$ cat config.mk
export PLATFORM = sky130hd
export DESIGN_NAME = split_timer_core
export DESIGN_NICKNAME = d
export VERILOG_FILES = /design/src/rtl/split_timer_core.sv
export SDC_FILE = /design/constraint.sdc
export NUM_CORES = 1
export LEC_CHECK = 0
export ABC_CLOCK_PERIOD_IN_PS = 13300
export CELL_PAD_IN_SITES_DETAIL_PLACEMENT = 0
export CELL_PAD_IN_SITES_GLOBAL_PLACEMENT = 1
export CORE_UTILIZATION = 45
export DETAILED_ROUTE_END_ITERATION = 10
export PLACE_DENSITY = 0.83
export SYNTH_ARGS = -nofsm -noshare
export SYNTH_HDL_FRONTEND = slang
export SYNTH_SLANG_ARGS = --single-unit
$ cat constraint.sdc
create_clock -name clk -period 13.3 [get_ports clk]
set_clock_uncertainty 0.15 [all_clocks]
set_input_delay 2.66 -clock clk [delete_from_list [all_inputs] [get_ports clk]]
set_output_delay 2.66 -clock clk [all_outputs]
set_load 0.02 [all_outputs]
$ cat src/rtl/split_timer_core.sv
// Stopwatch core: prescaled tick drives a BCD MM:SS.CC cascade with start/pause, clear, split and
// a one-shot alarm buzzer. Define LEADING_ZERO_BLANK_EN to blank a zero leftmost digit on o4.
module split_timer_core #(
  parameter int unsigned CLK_HZ      = 50000000,
  parameter int unsigned TICK_HZ     = 100,
  parameter int unsigned MAX_MIN     = 59,
  parameter int unsigned ALARM_MIN   = 0,
  parameter int unsigned ALARM_SEC   = 59,
  parameter int unsigned BUZZ_CYCLES = 25000000
) (
  input  logic       clk,
  input  logic       reset,
  input  logic       start_stop,
  input  logic       clear,
  input  logic       split,
  input  logic       disp_mode,
  output logic [6:0] o1,
  output logic [6:0] o2,
  output logic [6:0] o3,
  output logic [6:0] o4,
  output logic       running,
  output logic       split_active,
  output logic       buzz,
  output logic       wrapped
);

  localparam int unsigned DIV = CLK_HZ / TICK_HZ;
  localparam int unsigned PW  = $clog2(DIV);
  localparam int unsigned BW  = (BUZZ_CYCLES > 0) ? $clog2(BUZZ_CYCLES + 1) : 1;

  localparam logic [3:0] MaxM1 = 4'(MAX_MIN / 10);
  localparam logic [3:0] MaxM0 = 4'(MAX_MIN % 10);
  localparam logic [3:0] AlM1  = 4'(ALARM_MIN / 10);
  localparam logic [3:0] AlM0  = 4'(ALARM_MIN % 10);
  localparam logic [3:0] AlS1  = 4'(ALARM_SEC / 10);
  localparam logic [3:0] AlS0  = 4'(ALARM_SEC % 10);

  localparam logic [23:0] MaxTime   = {MaxM1, MaxM0, 4'd5, 4'd9, 4'd9, 4'd9};
  localparam logic [23:0] AlarmTime = {AlM1, AlM0, AlS1, AlS0, 8'h00};

  typedef struct packed {
    logic [3:0] m1;
    logic [3:0] m0;
    logic [3:0] s1;
    logic [3:0] s0;
    logic [3:0] c1;
    logic [3:0] c0;
  } bcd_t;

  typedef enum logic [1:0] {StIdle, StRun, StPause} state_e;

  state_e        state_q;
  logic [PW-1:0] presc_q;
  logic [BW-1:0] buzz_cnt_q;
  bcd_t          time_q, latch_q, time_next, src;
  logic          tick, at_max;
  logic [3:0]    d1, d2, d3, d4;
  logic [6:0]    seg4;

  function automatic bcd_t bcd_inc(input bcd_t t);
    bcd_t n;
    n = t;
    if (t.c0 != 4'd9) n.c0 = t.c0 + 4'd1;
    else begin
      n.c0 = 4'd0;
      if (t.c1 != 4'd9) n.c1 = t.c1 + 4'd1;
      else begin
        n.c1 = 4'd0;
        if (t.s0 != 4'd9) n.s0 = t.s0 + 4'd1;
        else begin
          n.s0 = 4'd0;
          if (t.s1 != 4'd5) n.s1 = t.s1 + 4'd1;
          else begin
            n.s1 = 4'd0;
            if (t.m0 != 4'd9) n.m0 = t.m0 + 4'd1;
            else begin
              n.m0 = 4'd0;
              n.m1 = t.m1 + 4'd1;
            end
          end
        end
      end
    end
    return n;
  endfunction

  function automatic logic [6:0] seg7(input logic [3:0] d);
    logic [6:0] s;
    case (d)
      4'd0:    s = 7'b1000000;
      4'd1:    s = 7'b1111001;
      4'd2:    s = 7'b0100100;
      4'd3:    s = 7'b0110000;
      4'd4:    s = 7'b0011001;
      4'd5:    s = 7'b0010010;
      4'd6:    s = 7'b0000010;
      4'd7:    s = 7'b1111000;
      4'd8:    s = 7'b0000000;
      4'd9:    s = 7'b0010000;
      default: s = 7'b1111111;
    endcase
    return s;
  endfunction

  assign tick      = (state_q == StRun) && (presc_q == PW'(DIV - 1));
  assign at_max    = time_q == MaxTime;
  // Rollover is taken only from MAX_MIN:59.99, so minutes never exceed MAX_MIN.
  assign time_next = at_max ? '0 : bcd_inc(time_q);
  assign src       = split_active ? latch_q : time_q;
  assign running   = state_q == StRun;
  assign buzz      = buzz_cnt_q != '0;

  always_comb begin
    if (disp_mode) begin
      d4 = src.s1;
      d3 = src.s0;
      d2 = src.c1;
      d1 = src.c0;
    end else begin
      d4 = src.m1;
      d3 = src.m0;
      d2 = src.s1;
      d1 = src.s0;
    end
    seg4 = seg7(d4);
`ifdef LEADING_ZERO_BLANK_EN
    if (d4 == 4'd0) seg4 = 7'b1111111;
`endif
  end

  always_ff @(posedge clk or posedge reset) begin
    if (reset) begin
      state_q      <= StIdle;
      presc_q      <= '0;
      time_q       <= '0;
      latch_q      <= '0;
      split_active <= 1'b0;
      buzz_cnt_q   <= '0;
      wrapped      <= 1'b0;
      o1           <= 7'b1000000;
      o2           <= 7'b1000000;
      o3           <= 7'b1000000;
      o4           <= 7'b1000000;
    end else begin
      o1 <= seg7(d1);
      o2 <= seg7(d2);
      o3 <= seg7(d3);
      o4 <= seg4;
      if (clear) begin
        state_q      <= StIdle;
        presc_q      <= '0;
        time_q       <= '0;
        split_active <= 1'b0;
        buzz_cnt_q   <= '0;
        wrapped      <= 1'b0;
      end else begin
        wrapped <= tick && at_max;
        // Prescaler holds in PAUSE so a resume keeps the sub-tick phase.
        if (state_q == StRun) presc_q <= tick ? '0 : presc_q + 1'b1;
        if (tick) time_q <= time_next;
        if (tick && (time_next == AlarmTime)) buzz_cnt_q <= BW'(BUZZ_CYCLES);
        else if (buzz_cnt_q != '0)             buzz_cnt_q <= buzz_cnt_q - 1'b1;
        if (start_stop) begin
          unique case (state_q)
            StIdle: begin
              state_q <= StRun;
              presc_q <= '0;
            end
            StRun:   state_q <= StPause;
            default: state_q <= StRun;
          endcase
        end else if (split && (state_q != StIdle)) begin
          if (!split_active) latch_q <= time_q;
          split_active <= !split_active;
        end
      end
    end
  end

endmodule
# == Word level (Yosys, flattened, before mapping) ==
# Memory sizes are Yosys's and may differ from the RTL's. A register that Yosys moved wholly into a read port is not among the register bits.
# Index checks and enable logic that the tools add are counted.
# totals
inputBits,6
wordCells,88
rom_bits,448
register_bits,96
n_memories,4
output_inout_bits,32
# op_classes
reduce_logical,14
n_mux,33
n_addsub,8
bitwise_logic,2
eq_ne,10
# mem_list
name,words,width,rd,rd_clocked_by_memory_dff,wr,line_no,source
(name not given),16,7,1,1,0,89,case (d)
(name not given),16,7,1,1,0,89,
(name not given),16,7,1,1,0,89,
(name not given),16,7,1,1,0,89,
# op_table
cell,count
2-to-1 mux 24 bit,4
2-to-1 mux 19 bit,5
2-to-1 mux 25 bit,3
2-to-1 mux 4 bit,10
nonzero test 25 bit,1
subtractor 25 x 1 -> 25 bit (second input constant),1
adder 4 x 1 -> 4 bit (second input constant),6
== test 24 x 15 -> 1 bit (second input constant),1
== test 24 x 23 -> 1 bit (second input constant),1
2-to-1 mux 20 bit,1
adder 19 x 1 -> 19 bit (second input constant),1
== test 19 bit (second input constant),1
2-to-1 mux 16 bit,1
!= test 4 bit (second input constant),4
2-to-1 mux 12 bit,1
2-to-1 mux 8 bit,1
nonzero test 2 bit,4
2-to-1 mux 2 bit,3
logical AND 1 bit,4
2-to-1 mux 1 bit,4
!= test 4 x 3 -> 1 bit (second input constant),1
AND reduction 3 bit,1
nonzero test 3 bit,1
== test 2 x 1 -> 1 bit (second input constant),1
other kinds (5),6

# == Longest topological paths before layout ==
# logic_depth
depth_word,11
mapped_depth,11
depth_no_buf,8

# == Worst setup path before layout ==
# OpenSTA, ideal clock, no wires.
# synth_timing
path_type,input to register
from,input port disp_mode
to,register o1[5]
setup_time_ps,146
setup_slack_ps,8731
path_stages,8
arrival_ps,4273
required_time_ps,13004
n_path_buf,2
cell_sequence,buf_1 -> buf_2 -> mux4_2 -> inv_1 -> ha_1 -> inv_1 -> o21ai_0 -> a21oi_1
# synth_via
elab_chain_len,1
# synth_rtl
element,line_no,source
start: declaration,16,"input logic disp_mode,"
2-to-1 mux 4 bit,114,if (disp_mode) begin
end: declaration,17,"output logic [6:0] o1,"
# Every way passes these cells.
# A chain may end at the register's enable or synchronous reset.

# == Final worst setup path ==
# layout_timing
from,register buzz_cnt_q[0]
to,output port buzz
# layout_via
elab_chain_len,1
# layout_rtl
element,line_no,source
start: declaration,54,logic [BW-1:0] buzz_cnt_q;
start signal: assignment,161,if (tick && (time_next == AlarmTime)) buzz_cnt_q <= BW'(BUZZ_CYCLES);
start signal: assignment,162,else if (buzz_cnt_q != '0) buzz_cnt_q <= buzz_cnt_q - 1'b1;
nonzero test 25 bit,111,assign buzz = buzz_cnt_q != '0;
end: declaration,23,"output logic buzz,"
# Every way passes these cells.

==> flow_summary.toml <==
[timing]
rsz0062_at_grt = "no"
hold_ws_ps = 327.8
max_freq_mhz = 180.9
hold_viol_final = 0
slew_headroom = 0.2807
worstMarginPinSlew_ps = 1076
fin_crit_sh = 0.4156
layout_min_cycle_time_ps = 5528
setup_tns_ps = 0
slew_violations = 0
setup_viol = 0

[global_route]
grt_usage = 0.2010
overflow = 0
grt_max_degree = 84
grt_pass1_vias = 5332
grt_pass1_wl_um = 25590
antenna_found_initial = 0

[clock_tree]
ctsHtreeMaxLevel = 4
insertion_delay_ps = 420
clock-sinks = 124
cts_tree = "built"
clockBufferDepth = 2
path_clk_slew_ps = 50
cts_buffers = 17
cts-root-buf = "clkbuf_16"
postCtsSetupBuffers = 0
postCtsHoldBufs = 0
ctsResizeCount = 0

[worst_setup_path]
critical_path.cell_chain = "inv_1, ha_1, or3b_2, or2_2, inv_1, nand4_1, clkdlybuf4s50_1"
rr_startpoint = "time_q[1]"
path_delay_family = "simple AND/OR/NAND/NOR gates"
worst-path-max-fanout = 4
worstSetupPathType = "flop to primary output"
cpMaxStageDelayCell = "clkdlybuf4s50_1"
worstPathArrival_ps = 2720
endpoint = "buzz"
worst_setup_path_end_kind = "primary output"
start_kind = "flop"
crit_path_frequent_cell = "inv_1"
startpoint = "buzz_cnt_q[0]"
reg2reg_setup_slack_ps = 10140
worst_ep_required_time_ps = 10490
worst-path-stages = 7
r2r_end = "buzz_cnt_q[24]"
reg2regPathDepth = 8
cp_slowest_stage_delay_ps = 590
crit_buf_inv = 3

[finish]
final_cell_mix = "120 x dfrtp_1, 79 x nor2_1, 66 x nand2_1"
layout_commonest_cell = "dfrtp_1"
final_nets = 783
nFillCells = 1350
antenna_cells = 0
drive_above_1_share = 0.1232
area_growth_syn_to_layout_pct = 15.77

[logic_synthesis]
yosysUniqueCellTypes = 64
yosysWarningCount = 0
ys_ff_latch = 124
synth_edf_count = 0
post_synth_inst_count = 719
yosysTopAreaCell = "dfrtp_1"
synth_area_sq_um = 7039
synth.top_cell.area_share = 0.4266
syn_nets = 759
ys.flop_type = "dfrtp_1"
synth_area_leaders = "dfrtp_1 43%, ha_1 6.0%, nor2_1 4.2%, mux4_2 3.8%, nand2_1 3.5%"
async_flop_share = 1.000
synth.avg_cell_area_sq_um = 9.790
seq_area_frac_synth = 0.4415

[floorplan]
num_rows = 45
die_height_um = 127.1
die_area_sq_um = 16150
core-area_sq_um = 15260
die_width_um = 127.1
start_util = 0.4613
ioPinCount = 38

[route]
wl_per_cell_um = 15.65
drt.antenna.violating_nets = 0
via_count = 5316
drc_errors = 0
via_per_inst = 5.503
wl_met3_um = 519
highest_layer = "met4"
routed-wl-met2_um = 7393
wl_um = 15120
met1_length_um = 6877
drt_iter0_drc = 328
dr.pass1.iters = 4

[run]
max_cap_viol_count = 0

[min_path]
worstHoldPathCells = 2
hold_path_class = "flop to flop"

[power_and_ir_drop]
ir_worst_vdd_uv = 79.82
p_leak_nw = 3.579
p_per_area_nw_per_um2 = 141.1

[place]
place_hpwl_um = 10360
gp_congestion = 0.8791
port_buffers = 37

[run_status]
outcome = "finished clean"
## flip-flops by register name (all words and copies together), names as in the netlist
| signal | cells |
|---|---|
| wrapped | 1 |
| latch_q | 24 |
| o2 | 7 |
| buzz_cnt_q | 25 |
| state_q | 2 |
| o1 | 7 |
| o3 | 7 |
| o4 | 7 |
| split_active | 1 |
| time_q | 24 |
| presc_q | 19 |
## metal layers
metal  up-vias  track usage
met5         -            0
met4         0      0.08193
met3        27      0.03978
met2        96       0.3352
met1      2586       0.2573
li1       2607            -
## worst min path at each step
stage / startpoint / endpoint / slack, ps
3_3_place_gp: latch_q[6] / latch_q[6] / 320
5_1_grt: latch_q[23] / latch_q[23] / 370
2_1_floorplan: latch_q[17] / latch_q[17] / 290
3_5_place_dp: latch_q[5] / latch_q[5] / 320
6_report: latch_q[5] / latch_q[5] / 330
4_1_cts: latch_q[5] / latch_q[5] / 330
## worst register-to-register path, cell delays in order (launching register included)
cell and delay [ps]:
dfrtp_1 430, inv_1 100, ha_1 170, and3b_1 470
nand4_1 410, a21oi_1 230, o2111ai_1 190, or4_4 710
o21ai_0 220
## kinds of logic (layout without fill, tap and decap cells)
group,Yosys count,after routing,synth area share
and+or+nand+nor,271,271,0.1953
buffers and inverters,66,102,0.03732
muxes,47,47,0.09172
xor gates and xnor gates,43,43,0.05350
AOI/OAI and AO/OA,134,134,0.1202
adders and majority gates,34,34,0.06043
DFF,124,124,0.4415
## per-stage QoR
step | cells | power [mW] | util | setup WS (ps) | instance area [sq um]
finish | 966 | 1.150 | 0.5341 | 7772 | 8149
global route | 966 | 1.208 | 0.5341 | 7632 | 8149
CTS | 966 | 1.158 | 0.5341 | 7744 | 8149
detailed placement | 935 | 0.6875 | 0.4951 | 7798 | 7555
global placement | 935 | 0.6824 | 0.4951 | 7891 | 7555
floorplan | 719 | 0.6323 | - | 7197 | 7039
## cell usage after synthesis, types with 20 or more instances
cell,n
dfrtp_1,120
nor2_1,79
nand2_1,66
o21ai_0,36
a21oi_1,35
ha_1,34
inv_1,29
nor3_1,29
clkbuf_1,26
xor2_1,24
mux2_2,20
## power by group
group          internal, mW  switching, mW  total, mW
clock network         0.307          0.161      0.468
registers             0.412         0.0284      0.440
logic                 0.104          0.138      0.242
## area by class of cell
type                       instances  area [sq um]  share of cell area
clock inverter                     7         112.6             0.01382
clock buffer                      24         481.7             0.05911
multi-input combinational        529          3669              0.4502
timing repair buffer              42         402.9             0.04944
tap                              211         264.0             0.03240
inverter                          29         111.4             0.01366
sequential                       124          3108              0.3814
No activity file was read; power rests on OpenSTA's default activity.
